File: src/rtl/conv_addr_pkg.sv
// Shared types, default geometry and elaboration helpers for the conv address generators.
package conv_addr_pkg;

    typedef enum logic [1:0] {
        IDLE = 2'd0,
        RUN  = 2'd1,
        FIN  = 2'd2
    } conv_state_e;

    localparam int DEF_IFMAP_W  = 5;
    localparam int DEF_IFMAP_H  = 5;
    localparam int DEF_FILTER_W = 3;
    localparam int DEF_STRIDE   = 1;
    localparam int DEF_CHANNELS = 1;
    localparam int DEF_ADDR_W   = 5;

    function automatic int out_dim(input int ifmap, input int filter, input int stride);
        return (ifmap - filter) / stride + 1;
    endfunction

    // Bits needed to hold n distinct values; never below 1 so vectors stay legal.
    function automatic int clog2_min1(input int n);
        int w;
        w = 0;
        while ((1 << w) < n) w = w + 1;
        if (w < 1) w = 1;
        return w;
    endfunction

    function automatic int max2(input int a, input int b);
        return (a > b) ? a : b;
    endfunction

endpackage

File: src/rtl/conv_window_addr_gen_if.sv
// Control and address-stream bundle between the conv controller, the generator and the image RAM.
// WEIGHT_RAM_ADDR exists only when CONV_ADDR_WEIGHT_EN is defined.
interface conv_window_addr_gen_if #(
    parameter int ADDR_W  = 5,
    parameter int WADDR_W = 4
);
    logic              START;
    logic              ADDR_READY;
    logic [ADDR_W-1:0] IMAGE_RAM_ADDR;
    logic              ADDR_VALID;
    logic              WIN_LAST;
    logic              FRAME_LAST;
    logic              BUSY;
    logic              DONE;
`ifdef CONV_ADDR_WEIGHT_EN
    logic [WADDR_W-1:0] WEIGHT_RAM_ADDR;

    modport master (
        input  START, ADDR_READY,
        output IMAGE_RAM_ADDR, ADDR_VALID, WIN_LAST, FRAME_LAST, BUSY, DONE, WEIGHT_RAM_ADDR
    );
    modport slave (
        output START, ADDR_READY,
        input  IMAGE_RAM_ADDR, ADDR_VALID, WIN_LAST, FRAME_LAST, BUSY, DONE, WEIGHT_RAM_ADDR
    );
`else
    modport master (
        input  START, ADDR_READY,
        output IMAGE_RAM_ADDR, ADDR_VALID, WIN_LAST, FRAME_LAST, BUSY, DONE
    );
    modport slave (
        output START, ADDR_READY,
        input  IMAGE_RAM_ADDR, ADDR_VALID, WIN_LAST, FRAME_LAST, BUSY, DONE
    );
`endif
endinterface

File: src/rtl/conv_tap_counter.sv
// One loop level of the window walk: counts 0..LIMIT, wraps to 0 and carries out on the wrap.
module conv_tap_counter
    import conv_addr_pkg::*;
#(
    parameter int LIMIT = 2,
    parameter int W     = clog2_min1(LIMIT + 1)
) (
    input  logic         clk,
    input  logic         rst_n,
    input  logic         en,
    output logic [W-1:0] count,
    output logic         last,
    output logic         carry
);
    logic [W-1:0] count_reg;
    logic [W-1:0] count_next;

    assign last       = (count_reg == W'(LIMIT));
    assign carry      = en & last;
    assign count_next = last ? '0 : count_reg + W'(1);

    always_ff @(posedge clk or negedge rst_n) begin
        if (!rst_n) begin
            count_reg <= '0;
        end else if (en) begin
            count_reg <= count_next;
        end
    end

    assign count = count_reg;
endmodule

File: src/rtl/pipe_reg.sv
// Enabled pipeline register with asynchronous active-low clear.
module PipeReg #(
    parameter int W = 8
) (
    input  logic         clk,
    input  logic         rst_n,
    input  logic         en,
    input  logic [W-1:0] d,
    output logic [W-1:0] q
);
    logic [W-1:0] q_reg;

    always_ff @(posedge clk or negedge rst_n) begin
        if (!rst_n) begin
            q_reg <= '0;
        end else if (en) begin
            q_reg <= d;
        end
    end

    assign q = q_reg;
endmodule

File: src/rtl/conv_window_addr_gen.sv
// Sliding-window image RAM address generator (loop order oy, ox, c, ky, kx) built from running bases.
// Optional weight RAM address output enabled by defining CONV_ADDR_WEIGHT_EN.
module conv_window_addr_gen
    import conv_addr_pkg::*;
#(
    parameter int IFMAP_W  = DEF_IFMAP_W,
    parameter int IFMAP_H  = DEF_IFMAP_H,
    parameter int FILTER_W = DEF_FILTER_W,
    parameter int STRIDE   = DEF_STRIDE,
    parameter int CHANNELS = DEF_CHANNELS,
    parameter int ADDR_W   = DEF_ADDR_W
) (
    input  logic                   CLK,
    input  logic                   RST,
    conv_window_addr_gen_if.master bus
);
    localparam int OUT_W     = out_dim(IFMAP_W, FILTER_W, STRIDE);
    localparam int OUT_H     = out_dim(IFMAP_H, FILTER_W, STRIDE);
    localparam int NUM_LVL   = 5;
    localparam int LIMITS [NUM_LVL] = '{FILTER_W - 1, FILTER_W - 1, CHANNELS - 1, OUT_W - 1, OUT_H - 1};
    localparam int MAX_LIMIT = max2(max2(FILTER_W - 1, CHANNELS - 1), max2(OUT_W - 1, OUT_H - 1));
    localparam int CNT_W     = clog2_min1(MAX_LIMIT + 1);

    localparam logic [ADDR_W-1:0] ROW_INC   = ADDR_W'(IFMAP_W);
    localparam logic [ADDR_W-1:0] PLANE_INC = ADDR_W'(IFMAP_W * IFMAP_H);
    localparam logic [ADDR_W-1:0] X_INC     = ADDR_W'(STRIDE);
    // Stepping from the last window of a row to the first of the next: down one stride, back across.
    localparam logic [ADDR_W-1:0] Y_INC     = ADDR_W'(STRIDE * IFMAP_W - (OUT_W - 1) * STRIDE);

    localparam logic [1:0] ST_IDLE = IDLE;
    localparam logic [1:0] ST_RUN  = RUN;
    localparam logic [1:0] ST_FIN  = FIN;

    logic [1:0] state_reg;
    logic [1:0] state_next;
    logic       run;
    logic       hs;

    // Level index: 0=kx, 1=ky, 2=c, 3=ox, 4=oy.
    logic [NUM_LVL-1:0] lvl_en;
    logic [NUM_LVL-1:0] lvl_last;
    logic [NUM_LVL-1:0] lvl_carry;
    logic [CNT_W-1:0]   lvl_cnt [NUM_LVL];

    logic [ADDR_W-1:0] row_base_reg,  row_base_next;
    logic [ADDR_W-1:0] chan_base_reg, chan_base_next;
    logic [ADDR_W-1:0] win_base_reg,  win_base_next;
    logic              win_last;

    assign run = (state_reg == ST_RUN);
    assign hs  = run & bus.ADDR_READY;

    genvar gi;
    generate
        for (gi = 0; gi < NUM_LVL; gi++) begin : g_lvl
            if (gi == 0) begin : g_head
                assign lvl_en[gi] = hs;
            end else begin : g_chain
                assign lvl_en[gi] = lvl_carry[gi-1];
            end
            conv_tap_counter #(
                .LIMIT (LIMITS[gi]),
                .W     (CNT_W)
            ) u_cnt (
                .clk   (CLK),
                .rst_n (RST),
                .en    (lvl_en[gi]),
                .count (lvl_cnt[gi]),
                .last  (lvl_last[gi]),
                .carry (lvl_carry[gi])
            );
        end
    endgenerate

    // Only kx is needed as a value; the outer levels are tracked by the bases.
    logic unused_cnt;
    assign unused_cnt = ^{lvl_cnt[1], lvl_cnt[2], lvl_cnt[3], lvl_cnt[4]};

    assign row_base_next  = lvl_last[1] ? '0 : row_base_reg + ROW_INC;
    assign chan_base_next = lvl_last[2] ? '0 : chan_base_reg + PLANE_INC;
    assign win_base_next  = (lvl_last[3] & lvl_last[4]) ? '0 :
                            lvl_last[3]                 ? win_base_reg + Y_INC :
                                                          win_base_reg + X_INC;

    PipeReg #(.W(ADDR_W)) u_row_base (
        .clk(CLK), .rst_n(RST), .en(lvl_carry[0]), .d(row_base_next), .q(row_base_reg)
    );
    PipeReg #(.W(ADDR_W)) u_chan_base (
        .clk(CLK), .rst_n(RST), .en(lvl_carry[1]), .d(chan_base_next), .q(chan_base_reg)
    );
    PipeReg #(.W(ADDR_W)) u_win_base (
        .clk(CLK), .rst_n(RST), .en(lvl_carry[2]), .d(win_base_next), .q(win_base_reg)
    );

    always_comb begin
        state_next = state_reg;
        case (state_reg)
            ST_IDLE: if (bus.START) state_next = ST_RUN;
            ST_RUN:  if (lvl_carry[4]) state_next = ST_FIN;
            ST_FIN:  state_next = ST_IDLE;
            default: state_next = ST_IDLE;
        endcase
    end

    always_ff @(posedge CLK or negedge RST) begin
        if (!RST) begin
            state_reg <= ST_IDLE;
        end else begin
            state_reg <= state_next;
        end
    end

    assign win_last           = run & lvl_last[0] & lvl_last[1] & lvl_last[2];
    assign bus.IMAGE_RAM_ADDR = run ? (win_base_reg + chan_base_reg + row_base_reg + ADDR_W'(lvl_cnt[0])) : '0;
    assign bus.ADDR_VALID     = run;
    assign bus.WIN_LAST       = win_last;
    assign bus.FRAME_LAST     = win_last & lvl_last[3] & lvl_last[4];
    assign bus.BUSY           = (state_reg != ST_IDLE);
    assign bus.DONE           = (state_reg == ST_FIN);

`ifdef CONV_ADDR_WEIGHT_EN
    localparam int WADDR_W = clog2_min1(CHANNELS * FILTER_W * FILTER_W);

    logic [WADDR_W-1:0] waddr_reg;
    logic [WADDR_W-1:0] waddr_next;

    // Taps within a window are visited in weight-memory order, so a plain counter suffices.
    assign waddr_next = lvl_carry[2] ? '0 : waddr_reg + WADDR_W'(1);

    PipeReg #(.W(WADDR_W)) u_waddr (
        .clk(CLK), .rst_n(RST), .en(hs), .d(waddr_next), .q(waddr_reg)
    );

    assign bus.WEIGHT_RAM_ADDR = waddr_reg;
`endif

endmodule

File: src/flat_wrapper.sv
// flat-port wrapper written by rule: the top's interface ports become plain ports
module conv_window_addr_gen_flat import conv_addr_pkg::*;
#(
    parameter int IFMAP_W  = DEF_IFMAP_W,
    parameter int IFMAP_H  = DEF_IFMAP_H,
    parameter int FILTER_W = DEF_FILTER_W,
    parameter int STRIDE   = DEF_STRIDE,
    parameter int CHANNELS = DEF_CHANNELS,
    parameter int ADDR_W   = DEF_ADDR_W
)
  (CLK, RST, bus_START, bus_ADDR_READY, bus_IMAGE_RAM_ADDR, bus_ADDR_VALID, bus_WIN_LAST, bus_FRAME_LAST, bus_BUSY, bus_DONE);
  conv_window_addr_gen_if #(.ADDR_W(ADDR_W), .WADDR_W(4)) bus_i ();
  input  logic CLK;
  input  logic RST;
  input wire logic [$bits(bus_i.START)-1:0] bus_START;
  input wire logic [$bits(bus_i.ADDR_READY)-1:0] bus_ADDR_READY;
  output wire logic [$bits(bus_i.IMAGE_RAM_ADDR)-1:0] bus_IMAGE_RAM_ADDR;
  output wire logic [$bits(bus_i.ADDR_VALID)-1:0] bus_ADDR_VALID;
  output wire logic [$bits(bus_i.WIN_LAST)-1:0] bus_WIN_LAST;
  output wire logic [$bits(bus_i.FRAME_LAST)-1:0] bus_FRAME_LAST;
  output wire logic [$bits(bus_i.BUSY)-1:0] bus_BUSY;
  output wire logic [$bits(bus_i.DONE)-1:0] bus_DONE;
  assign bus_i.START = bus_START;
  assign bus_i.ADDR_READY = bus_ADDR_READY;
  assign bus_IMAGE_RAM_ADDR = bus_i.IMAGE_RAM_ADDR;
  assign bus_ADDR_VALID = bus_i.ADDR_VALID;
  assign bus_WIN_LAST = bus_i.WIN_LAST;
  assign bus_FRAME_LAST = bus_i.FRAME_LAST;
  assign bus_BUSY = bus_i.BUSY;
  assign bus_DONE = bus_i.DONE;
  conv_window_addr_gen #(.IFMAP_W(IFMAP_W), .IFMAP_H(IFMAP_H), .FILTER_W(FILTER_W), .STRIDE(STRIDE), .CHANNELS(CHANNELS), .ADDR_W(ADDR_W)) u_core (.CLK(CLK), .RST(RST), .bus(bus_i));
endmodule
File: config.mk
export PLATFORM = sky130hd
export DESIGN_NAME = conv_window_addr_gen_flat
export DESIGN_NICKNAME = d
export VERILOG_FILES = /design/src/rtl/conv_addr_pkg.sv /design/src/rtl/conv_window_addr_gen_if.sv /design/src/rtl/conv_tap_counter.sv /design/src/rtl/pipe_reg.sv /design/src/rtl/conv_window_addr_gen.sv /design/src/flat_wrapper.sv
export SDC_FILE = /design/constraint.sdc
export NUM_CORES = 1
export LEC_CHECK = 0
export ABC_AREA = 1
export CAP_MARGIN = 20
export CORE_AREA = 5 5 76 78
export DETAILED_ROUTE_END_ITERATION = 8
export DIE_AREA = 0 0 81 83
export GPL_TIMING_DRIVEN = 0
export REMOVE_ABC_BUFFERS = 1
export SYNTH_ARGS = -nofsm -noshare
export SYNTH_HDL_FRONTEND = slang
export SYNTH_SLANG_ARGS = --single-unit
File: constraint.sdc
create_clock -name CLK -period 3.05 [get_ports CLK]
set_input_delay 0.305 -clock CLK [delete_from_list [all_inputs] [get_ports CLK]]
set_output_delay 0.305 -clock CLK [all_outputs]
set_load 0.1 [all_outputs]
==> flow_summary.json, run 1 <==
{
  "finalHoldViolCount": 0,
  "grt-ovfl-total": 0,
  "rsz0062_at_grt": "true",
  "core_area_um2": 5010,
  "tightest_slew_ns": 0.973,
  "wirelength_um": 3410,
  "hold_buffers": 0,
  "largest_register_ffs": 10,
  "clock-sinks": 27,
  "rows": 26,
  "area_delta_synth_final_pct": 20.5,
  "grt_use_met1_pct": 14.7,
  "fill_cells": 525,
  "h-tree-depth": 1,
  "ys.warnings.count": 0,
  "insertion_delay_ns": 0.28,
  "die_h_um": 83,
  "gp_congestion": 0.746,
  "dp_hpwl_um": 2650,
  "cts_root_buf": "clkbuf_8",
  "maxSlewViolCount": 0,
  "seq_area_frac_synth_pct": 38.2,
  "top_usage_layer": "met2",
  "grtUsageMet3_pct": 1.95,
  "syn_inst": 211,
  "avgRoutedWirePerCell_um": 11.4,
  "synth_top_area_cell": "dfrtp_1",
  "cts_tree": "done",
  "vias": 1359,
  "outcome": "completed",
  "synth_top_cell_area_share_pct": 38.2,
  "grtUsageMet2_pct": 18.4,
  "antenna_found_initial": 0,
  "synth-seq-cells": 27,
  "final_layout_size_suffix_gt1_share_pct": 21.7,
  "grt_max_degree": 17,
  "crit_chain": "inv_2 > fa_1 > fa_1 > inv_2 > ha_4 > fa_2 > inv_2 > nor2_4 > buf_12",
  "slew_headroom_pct": 35.0,
  "critPathRequiredTime_ns": 2.74,
  "critPathMaxFanout": 2,
  "fin_crit_ns": 3.05,
  "avgSynthCellArea_um2": 8.38,
  "endpoint_kind": "output port",
  "io-pin-count": 14,
  "final_nets": 253,
  "post-route-period-util_pct": 99.9,
  "max-cap-violations": 0,
  "synth_cell_type_count": 25,
  "synthMostInstantiatedCell": "nand2_1",
  "path_class": "register to output port",
  "yosys-top-cells-count": "nand2_1, inv_1, dfrtp_1",
  "drtIter0Drc": 44,
  "cts-buffers-inserted": 3,
  "die_area_um2": 6720,
  "worst_slack_ns": 0.00424,
  "slowest_delay_ns": 0.53,
  "drtPass1Iterations": 4,
  "numPortBuffers": 13,
  "grt_pass1_vias": 1321,
  "grt_pass1_wl_um": 5940,
  "die_x_um": 81,
  "setup_viol": 0,
  "crit_top_cell": "inv_2",
  "skew_ns": 0.00567,
  "drc": 0,
  "crit_path_start_kind": "register",
  "n_antenna_cell": 0,
  "max_freq_mhz": 328,
  "netlist_area_um2": 1770,
  "place_ws_ns": -0.757,
  "ys_async_sr_fraction_pct": 100,
  "synth_edf_count": 0,
  "ant_nets": 0,
  "critPathSlowestCell": "fa_2",
  "clock_path_buffers": 2,
  "cp.arrival_ns": 2.74,
  "clk_pin_slew_ns": 0.10,
  "ys.flop_type": "dfrtp_1",
  "grtUsageTotal_pct": 11.1,
  "synth_area_leaders": "dfrtp_1, nand2_1, fa_1",
  "viasPerCell": 4.53,
  "start_util_pct": 35.3,
  "hold_class": "primary input to async pin"
}
-- worst max-delay path: cells and delay by family (launching register included) --
kind / cells / cell delay [ns]
fa+ha+maj: 4 / 1.62
buf+inv: 4 / 0.35
flops: 1 / 0.40
simple gates: 1 / 0.09
-- logic make-up (layout without fill, tap and decap cells) --
group | after synthesis | count (layout) | synth area share [%]
xor+xnor | 4 | 4 | 1.98
buf+inv | 41 | 60 | 9.83
compound gates | 31 | 31 | 9.83
simple gates | 90 | 90 | 24.5
fa+ha+maj | 18 | 18 | 15.7
flops | 27 | 27 | 38.2
-- stage by stage --
stage	util (%)	instances	cell area [um2]	hold slack [ns]	TNS [ns]
5_1_grt	42.6	300	2130	0.465	-0.219
4_1_cts	41.6	300	2080	0.442	-0.0813
3_5_place_dp	39.8	293	1990	0.511	-2.37
6_report	42.6	300	2130	0.431	0
2_1_floorplan	-	209	1750	0.00941	-2.16
3_3_place_gp	39.2	292	1960	0.489	-2.35
-- metal layers --
layer  up-vias  part of all wire, %
li1        709                    -
met1       634                   45
met2        14                   51
met5         -                    0
met3         2                  3.0
met4         0                  1.0
-- layout by cell type (no fill, tap or decap) --
cell type        count
nand2_1             40
inv_1               30
dfrtp_1             27
nand3_1             17
o21ai_0             17
nor2_1              11
inv_2                8
a21oi_1              8
ha_1                 8
clkdlybuf4s50_1      7
fa_1                 6
nand2_2              5
nor2_2               4
o21ai_2              4
nor2_4               3
xor2_1               3
ha_4                 3
clkbuf_8             3
buf_4                3
nand3_2              2
nor3_2               2
nand2_4              2
or2_2                2
buf_6                2
xnor2_1              1
nor3_1               1
o21ai_1              1
clkinv_4             1
a31o_2               1
nand4_1              1
fa_2                 1
clkinvlp_4           1
buf_16               1
buf_12               1
dlymetal6s2s_1       1
dlygate4sd2_1        1
buf_2                1
-- layout make-up --
class	count	area, um2	area share (%)
clock buffers	3	41.3	1.94
repair buffers	17	189	8.86
clock inverters	1	7.51	0.352
well taps	70	87.6	4.11
flip-flops and latches	27	676	31.7
inverters	39	151	7.10
multi-input cells	143	980	46.0
-- worst paths after layout --
check / startpoint / end / slack (ns) / cells past startpoint
max: u_core.u_win_base.q[1]$_DFFE_PN0N_ / bus_IMAGE_RAM_ADDR[2] / 0.004 / 9
min reg2reg: u_core.g_lvl[3].u_cnt.count[1]$_DFFE_PN0N_ / u_core.g_lvl[3].u_cnt.count[0]$_DFFE_PN0N_ / 0.53 / 3
max reg2reg: u_core.state_reg[1]$_DFFE_PN0P_ / u_core.u_chan_base.q[3]$_DFFE_PN0N_ / 1.35 / 9
min: RST / u_core.g_lvl[1].u_cnt.count[0]$_DFFE_PN0N_ / 0.43 / 1
min in group CLK: u_core.g_lvl[3].u_cnt.count[1]$_DFFE_PN0N_ / u_core.g_lvl[3].u_cnt.count[0]$_DFFE_PN0N_ / 0.53 / 3
max in group asynchronous: RST / u_core.u_chan_base.q[4]$_DFFE_PN0N_ / 2.10 / 2
-- what timing repair did --
item	4_1_cts	5_1_grt
endpoints found under the setup margin	5	5
resized for setup	32	14
buffers inserted	3	0
pin swaps	7	5
hold endpoints to repair	0	0
Power of run 1 is left out: the tool's default activity adds up to more than one toggle a clock period on the data nets, which glitch-free logic cannot reach.
==> run 2: changes to the inputs <==
- RECOVER_POWER: default -> 50
==> run 2 against run 1 <==
Net effect: non-clock buffer count stayed put; clock-buffer cell count unchanged; register-to-register slack worse by 0.42 ns; sequential cell count did not move; utilization is 0.77 points lower; first-iteration DRC count is 9.1% higher; global-route usage is the same.
==> flow_summary.json, run 2 (same netlist as run 1, synthesis figures left out) <==
{
  "hold_class": "primary input to async pin",
  "die_h_um": 83,
  "dp_hpwl_um": 2650,
  "ant_nets": 0,
  "rows": 26,
  "insertion_delay_ns": 0.28,
  "viasPerCell": 4.51,
  "drtIter0Drc": 48,
  "critPathMaxFanout": 2,
  "area_delta_synth_final_pct": 18.3,
  "critPathRequiredTime_ns": 2.74,
  "hold_buffers": 0,
  "avgRoutedWirePerCell_um": 11.4,
  "dpl.cell_count": 293,
  "cts-buffers-inserted": 3,
  "cts_tree": "done",
  "cp.arrival_ns": 2.74,
  "io-pin-count": 14,
  "fin_crit_ns": 3.05,
  "grt_pass1_vias": 1321,
  "grt_pass1_wl_um": 5940,
  "wirelength_um": 3420,
  "finalHoldViolCount": 0,
  "die_x_um": 81,
  "final_layout_size_suffix_gt1_share_pct": 20.4,
  "clk_pin_slew_ns": 0.10,
  "setup_viol": 0,
  "vias": 1353,
  "rsz0062_at_grt": "true",
  "antenna_found_initial": 0,
  "stdcell_count": 300,
  "tightest_slew_ns": 0.973,
  "n_antenna_cell": 0,
  "max-cap-violations": 0,
  "endpoint_kind": "output port",
  "skew_ns": 0.00562,
  "largest_register_ffs": 10,
  "grt-ovfl-total": 0,
  "drtPass1Iterations": 4,
  "layout_common_cells": "nand2_1, inv_1, dfrtp_1",
  "start_util_pct": 35.3,
  "clock_path_buffers": 2,
  "numPortBuffers": 13,
  "cts_root_buf": "clkbuf_8",
  "outcome": "completed",
  "final_nets": 253,
  "maxSlewViolCount": 0,
  "clock-sinks": 27,
  "h-tree-depth": 1,
  "grt_max_degree": 17,
  "fill_cells": 531,
  "grtUsageTotal_pct": 11.1,
  "crit_path_start_kind": "register",
  "max_freq_mhz": 328,
  "path_class": "register to output port",
  "gp_congestion": 0.746,
  "drc": 0,
  "core_area_um2": 5010,
  "slew_headroom_pct": 35.0,
  "die_area_um2": 6720,
  "post-route-period-util_pct": 99.8,
  "mostFrequentLayoutCell": "nand2_1"
}
==> run 2: changes by cell type in the layout (fill, tap and decap cells not counted) <==
cell             change
nor2_1               +2
buf_16               -1
clkbuf_1             +1
nor2_4               -2
clkdlybuf4s50_1      -1
dlygate4sd3_1        +1
==> run 2: worst paths after layout <==
check	from	slack (ns)	end	cells after the start
max	u_core.u_win_base.q[1]$_DFFE_PN0N_	0.005	bus_IMAGE_RAM_ADDR[2]	9
min	RST	0.45	u_core.g_lvl[1].u_cnt.count[0]$_DFFE_PN0N_	1
max reg2reg	u_core.state_reg[0]$_DFFE_PN0P_	0.93	u_core.u_chan_base.q[2]$_DFFE_PN0N_	7
min reg2reg	u_core.g_lvl[3].u_cnt.count[1]$_DFFE_PN0N_	0.53	u_core.g_lvl[3].u_cnt.count[0]$_DFFE_PN0N_	3
max in group asynchronous	RST	1.36	u_core.u_chan_base.q[4]$_DFFE_PN0N_	2
min in group CLK	u_core.g_lvl[3].u_cnt.count[1]$_DFFE_PN0N_	0.53	u_core.g_lvl[3].u_cnt.count[0]$_DFFE_PN0N_	3
==> run 2: through the flow <==
stage | cell area (um2) | TNS, ns | utilization (%) | setup WS, ns | hold WS (ns)
2_1_floorplan | 1750 | -2.16 | - | -0.705 | 0.00941
3_3_place_gp | 1960 | -2.35 | 39.2 | -0.757 | 0.489
3_5_place_dp | 1990 | -2.37 | 39.8 | -0.757 | 0.511
4_1_cts | 2080 | -0.0813 | 41.6 | -0.0668 | 0.442
5_1_grt | 2090 | -0.229 | 41.8 | -0.105 | 0.484
6_report | 2090 | 0 | 41.8 | 0.00480 | 0.453
==> run 2: what timing repair did <==
action,CTS,global route
endpoints found under the setup margin,5,5
pin swaps,7,5
gates resized for setup,32,14
buffers inserted,3,0
==> run 2: critical path, cell delays in order (launching register included) <==
cell and delay (ns):
dfrtp_1 0.40, inv_2 0.08, fa_1 0.43, fa_1 0.51
inv_2 0.05, ha_4 0.15, fa_2 0.53, inv_2 0.04
nor2_4 0.09, buf_12 0.18
==> run 2: layer usage <==
metal  global-route usage (%)  share of wire (%)
met3                     1.95                3.0
met5                        0                  0
met4                     3.23               0.99
met1                     14.7                 46
met2                     18.4                 50
==> run 2: area by class of cell <==
cell class / count / area, um2 / share of cell area, %
multi-input combinational: 143 / 965 / 46.1
sequential: 27 / 676 / 32.3
timing repair buffer: 17 / 165 / 7.89
inverter: 39 / 151 / 7.23
tap: 70 / 87.6 / 4.18
clock buffer: 3 / 41.3 / 1.97
clock inverter: 1 / 7.51 / 0.359
Power of run 2 is left out for the same reason.
